`config.mk`:
```
export PLATFORM = sky130hd
export DESIGN_NAME = pe_skew_feeder
export DESIGN_NICKNAME = d
export VERILOG_FILES = /design/src/rtl/pe_pkg.sv /design/src/rtl/feeder_buf.sv /design/src/rtl/pe_skew_feeder.sv
export SDC_FILE = /design/constraint.sdc
export NUM_CORES = 1
export LEC_CHECK = 0
export CAP_MARGIN = 20
export CORE_ASPECT_RATIO = 1.25
export CORE_UTILIZATION = 55
export CTS_CLUSTER_DIAMETER = 60
export CTS_CLUSTER_SIZE = 10
export DETAILED_ROUTE_END_ITERATION = 16
export PLACE_DENSITY = 0.76
export SLEW_MARGIN = 10
export SYNTH_ARGS = -nofsm -noshare
export SYNTH_HDL_FRONTEND = slang
export SYNTH_HIERARCHICAL = 1
export SYNTH_SLANG_ARGS = --single-unit
```
`constraint.sdc`:
```
create_clock -name clk_i -period 12.58 [get_ports clk_i]
set_input_delay 2.516 -clock clk_i [delete_from_list [all_inputs] [get_ports clk_i]]
set_output_delay 2.516 -clock clk_i [all_outputs]
set_load 0.01 [all_outputs]
```
`src/rtl/pe_pkg.sv`:
```
// Shared definitions for the PE array edge feeder: defaults, FSM state codes, slice helpers.
package pe_pkg;

    localparam int unsigned DATA_W_DEF = 32;
    localparam int unsigned N_DEF      = 4;

    localparam logic [1:0] ST_EMPTY  = 2'd0;
    localparam logic [1:0] ST_LOAD   = 2'd1;
    localparam logic [1:0] ST_FULL   = 2'd2;
    localparam logic [1:0] ST_STREAM = 2'd3;

    // Bit offset of lane word `lane` inside a packed vector of `width`-bit words.
    function automatic int unsigned lane_lsb(input int unsigned lane, input int unsigned width);
        return lane * width;
    endfunction

    // Step counter width: steps run 0..2n-2.
    function automatic int unsigned step_w(input int unsigned n);
        return $clog2(2 * n - 1);
    endfunction

endpackage

```
`src/rtl/feeder_buf.sv`:
```
// N x N operand tile store: one vector-wide write port, N independent per-lane read ports.
module feeder_buf
    import pe_pkg::*;
#(
    parameter int unsigned DATA_W = DATA_W_DEF,
    parameter int unsigned N      = N_DEF,
    localparam int unsigned AW    = $clog2(N)
) (
    input  logic                clk_i,
    input  logic                we_i,
    input  logic [AW-1:0]       waddr_i,
    input  logic [N*DATA_W-1:0] wdata_i,
    input  logic [N*AW-1:0]     raddr_i,
    output logic [N*DATA_W-1:0] rdata_c_o
);

    logic [DATA_W-1:0] mem_q [N][N];

    // Contents are don't-care after reset, so the array carries no reset.
    always_ff @(posedge clk_i) begin
        if (we_i) begin
            for (int i = 0; i < int'(N); i++) begin
                mem_q[waddr_i][i] <= wdata_i[lane_lsb(i, DATA_W) +: DATA_W];
            end
        end
    end

    always_comb begin
        rdata_c_o = '0;
        for (int i = 0; i < int'(N); i++) begin
            rdata_c_o[lane_lsb(i, DATA_W) +: DATA_W] = mem_q[raddr_i[i*AW +: AW]][i];
        end
    end

endmodule

```
`src/rtl/pe_skew_feeder.sv`:
```
// Buffers one N x N operand tile and streams it diagonally skewed (lane i delayed i cycles).
module pe_skew_feeder
    import pe_pkg::*;
#(
    parameter int unsigned DATA_W = DATA_W_DEF,
    parameter int unsigned N      = N_DEF
) (
    input  logic                clk_i,
    input  logic                rst_i,
    input  logic                wr_valid_i,
    output logic                wr_ready_o,
    input  logic [N*DATA_W-1:0] wr_data_i,
    input  logic                start_i,
    input  logic                hold_i,
    output logic                busy_o,
    output logic                done_o,
    output logic [N*DATA_W-1:0] data_o,
    output logic [N-1:0]        lane_valid_o
);

    localparam int unsigned AW   = $clog2(N);
    localparam int unsigned CW   = $clog2(N + 1);
    localparam int unsigned KW   = step_w(N);
    localparam int unsigned LAST = 2 * N - 2;

    logic [1:0]          state_q, state_d;
    logic [CW-1:0]       wr_cnt_q, wr_cnt_d;
    logic [KW-1:0]       k_q, k_d, step_nxt_c;
    logic [N*DATA_W-1:0] data_q, data_d, rd_data_c, step_data_c;
    logic [N-1:0]        lane_valid_q, lane_valid_d, step_valid_c;
    logic                busy_q, busy_d, done_q, done_d;
    logic [N*AW-1:0]     raddr_c;
    logic                we_c, load_step_c;
    int                  diff_c;

    assign wr_ready_o   = (state_q == ST_EMPTY) || (state_q == ST_LOAD);
    assign we_c         = wr_valid_i && wr_ready_o;
    assign busy_o       = busy_q;
    assign done_o       = done_q;
    assign data_o       = data_q;
    assign lane_valid_o = lane_valid_q;

    feeder_buf #(.DATA_W(DATA_W), .N(N)) u_buf (
        .clk_i     (clk_i),
        .we_i      (we_c),
        .waddr_i   (AW'(wr_cnt_q)),
        .wdata_i   (wr_data_i),
        .raddr_i   (raddr_c),
        .rdata_c_o (rd_data_c)
    );

    // Step about to be presented: 0 on start, k+1 while streaming.
    assign step_nxt_c = (state_q == ST_STREAM) ? k_q + 1'b1 : '0;

    // Lane i shows row (step - i) when that row exists, otherwise a zero pad.
    always_comb begin
        raddr_c      = '0;
        step_valid_c = '0;
        diff_c       = 0;
        for (int i = 0; i < int'(N); i++) begin
            diff_c = int'(step_nxt_c) - i;
            if (diff_c >= 0 && diff_c < int'(N)) begin
                step_valid_c[i]     = 1'b1;
                raddr_c[i*AW +: AW] = AW'(diff_c);
            end
        end
    end

    always_comb begin
        step_data_c = '0;
        for (int i = 0; i < int'(N); i++) begin
            if (step_valid_c[i]) begin
                step_data_c[lane_lsb(i, DATA_W) +: DATA_W] = rd_data_c[lane_lsb(i, DATA_W) +: DATA_W];
            end
        end
    end

    always_comb begin
        state_d      = state_q;
        wr_cnt_d     = wr_cnt_q;
        k_d          = k_q;
        data_d       = data_q;
        lane_valid_d = lane_valid_q;
        done_d       = 1'b0;
        load_step_c  = 1'b0;
        case (state_q)
            ST_EMPTY, ST_LOAD: begin
                if (we_c) begin
                    wr_cnt_d = wr_cnt_q + 1'b1;
                    state_d  = (wr_cnt_q == CW'(N - 1)) ? ST_FULL : ST_LOAD;
                end
            end
            ST_FULL: begin
                if (start_i) begin
                    state_d     = ST_STREAM;
                    k_d         = '0;
                    load_step_c = 1'b1;
                end
            end
            ST_STREAM: begin
                if (!hold_i) begin
                    if (k_q == KW'(LAST)) begin
                        state_d      = ST_EMPTY;
                        wr_cnt_d     = '0;
                        k_d          = '0;
                        data_d       = '0;
                        lane_valid_d = '0;
                        done_d       = 1'b1;
                    end else begin
                        k_d         = step_nxt_c;
                        load_step_c = 1'b1;
                    end
                end
            end
            default: state_d = ST_EMPTY;
        endcase
        if (load_step_c) begin
            data_d       = step_data_c;
            lane_valid_d = step_valid_c;
        end
        busy_d = (state_d == ST_STREAM);
    end

    always_ff @(posedge clk_i or posedge rst_i) begin
        if (rst_i) begin
            state_q      <= ST_EMPTY;
            wr_cnt_q     <= '0;
            k_q          <= '0;
            data_q       <= '0;
            lane_valid_q <= '0;
            busy_q       <= 1'b0;
            done_q       <= 1'b0;
        end else begin
            state_q      <= state_d;
            wr_cnt_q     <= wr_cnt_d;
            k_q          <= k_d;
            data_q       <= data_d;
            lane_valid_q <= lane_valid_d;
            busy_q       <= busy_d;
            done_q       <= done_d;
        end
    end

endmodule

```
==> flow_summary.yaml <==
power_and_ir_drop:
  power_density_mw_per_mm2: 232
  p_leak_nw: 10.1
  total_power_mw: 6.82
  peakVddDrop_mv: 0.151
die:
  die-height_um: 236
  die_w_um: 189
  row_count: 85
  initial_core_util: 0.558
  io_pins: 268
  die_area_mm2: 0.0446
  core_mm2: 0.0431
clock_network:
  postCtsSetupBuffers: 0
  cts_buffer_depth: 3
  numCtsBuffers: 75
  cts_tree: "built"
  worstSkewPairLatency_ps: 580
  clock-sinks: 654
  cts_repair_resize_count: 0
  cts_root_buf: "clkbuf_16"
  cts_hold_buffers: 0
  cts_max_level: 3
  clk_pin_slew_ps: 50
worst_setup_path:
  cp.required_ps: 12780
  slowest_delay_ps: 900
  critical-path-top-delay-family: "buffers and inverters"
  cp.depth: 5
  arrival_ps: 5670
  cpMostUsedCell: "buf_4"
  crit_chain: "clkdlybuf4s50_1, nor2b_1, nor3b_4, buf_4, buf_4"
  worstRegToRegCells: 9
  crit_buf_inv: 3
  end_kind: "flip-flop"
  cp_max_fo: 65
  reg2reg_from: "k_q[0]$_DFFE_PP0P_"
  cp_slowest_cell: "buf_4"
  worstSetupStartpointType: "input pin"
  reg2reg_slack_ps: 8420
  crit_end: "u_buf/mem_q[0][97]$_DFFE_PP_"
  r2r_end: "data_o[102]$_DFFE_PP0P_"
  crit_start: "wr_valid_i"
  crit_type: "input pin to flip-flop"
run:
  maxCapViolations: 0
routing:
  route.detailed.drc: 0
  wl_per_cell_um: 25.0
  wirelength_mm: 49.6
  vias: 11815
  post_drt_via_cell_ratio: 5.96
  drt_iter0_markers: 974
  dr.pass1.iters: 4
  ant_nets: 0
sta:
  clock.fmax_mhz: 183
  final_hold_viol_count: 0
  worst_slew_pin_slew_ps: 1110
  grt_setup_unrepaired: "no"
  period_needed_ps: 5470
  slew_headroom: 0.261
  min_period_over_period: 0.435
  finalSetupTns_ps: 0
  fin_worst_skew_ps: 15.2
  final_max_slew_viol_count: 0
  finalSetupViolCount: 0
yosys:
  synth-async-reset-ratio: 0.217
  synth_mux_area_frac: 0.122
  ys.flop_type: "edfxtp_1"
  avgSynthCellArea_um2: 23.0
  synth_top_family_by_area: "multiplexers"
  yosysTopAreaCell: "edfxtp_1"
  synth-compound-area-share: 0.0552
  netlist_instances: 1046
  synth.area.top_cells: "edfxtp_1, dfrtp_1, mux4_2"
  synth_fa_ha_area_frac: 0.00468
  ys_seq_area_frac: 0.787
  synth-simple-area-share: 0.00869
  ys_warn_count: 6
  syn_nets: 1188
  post_synth_num_cell_types: 46
  ys_ff_latch: 654
  synth_edf_count: 512
  synthXorXnorAreaFrac: 0.000728
  synth_top_area_share: 0.639
  syn_area_mm2: 0.0241
hold_path:
  hold_path.class: "flip-flop to flip-flop"
  holdPathStages: 1
placement:
  dp_hpwl_mm: 27.5
  dpl.cell_count: 1840
  gp_congestion: 0.773
  place.port_buffers: 267
grt:
  antenna_found_initial: 5
  grt_use_total: 0.228
  grt_pass1_wl_mm: 75.5
  grt-ovfl-total: 0
  grt_max_degree: 89
  grt_pass1_vias: 12522
final_layout:
  fillers: 2718
  stdcell_count: 1984
  layout_commonest_cell: "edfxtp_1"
  drive_gt1_frac: 0.176
  layout.nets: 1495
  layout_common_cells: "edfxtp_1, clkdlybuf4s50_1, dfrtp_1"
  syn_to_final_growth_pct: 22.4
outcome:
  outcome: "complete, no violations"
==> power breakdown <==
part / internal, mW / switching [mW]
combinational: 1.02 / 1.01
sequential: 2.69 / 0.163
clock: 1.13 / 0.803
==> synth_stat cells, types with 4 or more instances <==
cell type  instances
edfxtp_1         512
clkbuf_1          20
nor2_1             9
a22o_1            98
a32o_1            32
buf_6              7
a21o_1             4
dfrtp_1          142
nand2_1            7
ha_1               9
buf_12            12
mux4_1             8
buf_2             17
inv_1              9
mux4_2           120
==> sequential cells by signal (all words and copies together) (netlist names) <==
name	flops
done_o	1
data_o	128
state_q	2
busy_o	1
lane_valid_o	4
wr_cnt_q	3
k_q	3
u_buf/mem_q	512
==> per-layer routing <==
metal,up-vias,wire (µm),GRT usage
met5,-,0,0
met4,0,1340,0.0897
met3,85,3050,0.0418
met2,417,25400,0.373
met1,6269,19800,0.307
li1,5044,-,-
==> through the flow <==
stage	area, µm²	setup WS, ps	hold slack, ps	util
after floorplan	24100	4190	477	-
after global placement	27200	6660	462	0.631
after detailed placement	27200	6600	466	0.632
after CTS	29400	7190	478	0.682
after global routing	29400	7000	499	0.683
final	29400	7110	475	0.683
==> layout make-up <==
class                      count  area, µm²  area share
clock buffer                 130       2100      0.0715
sequential                   654      18900       0.643
antenna                        6       15.0    0.000510
timing repair buffer         289       2880      0.0978
multi-input combinational    324       4700       0.160
inverter                       9       38.8     0.00132
tap                          565        707      0.0240
clock inverter                 7       68.8     0.00234
==> cells by family after synthesis <==
kind of cell,count (synthesis)
adder cells (fa/ha/maj),9
buffers and inverters,68
flip-flops,654
AND/OR/NAND/NOR,36
XOR/XNOR,2
multiplexers,129
AO/OA/AOI/OAI,148
==> worst min path at each step <==
| stage | from | end |
|---|---|---|
| global route | lane_valid_o[3]$_DFFE_PP0P_ | lane_valid_o[3]$_DFFE_PP0P_ |
| CTS | lane_valid_o[3]$_DFFE_PP0P_ | lane_valid_o[3]$_DFFE_PP0P_ |
| detailed placement | lane_valid_o[3]$_DFFE_PP0P_ | lane_valid_o[3]$_DFFE_PP0P_ |
| floorplan | k_q[0]$_DFFE_PP0P_ | k_q[0]$_DFFE_PP0P_ |
| global placement | lane_valid_o[3]$_DFFE_PP0P_ | lane_valid_o[3]$_DFFE_PP0P_ |
| finish | lane_valid_o[3]$_DFFE_PP0P_ | lane_valid_o[3]$_DFFE_PP0P_ |
Power figures use the tool's default switching activity.
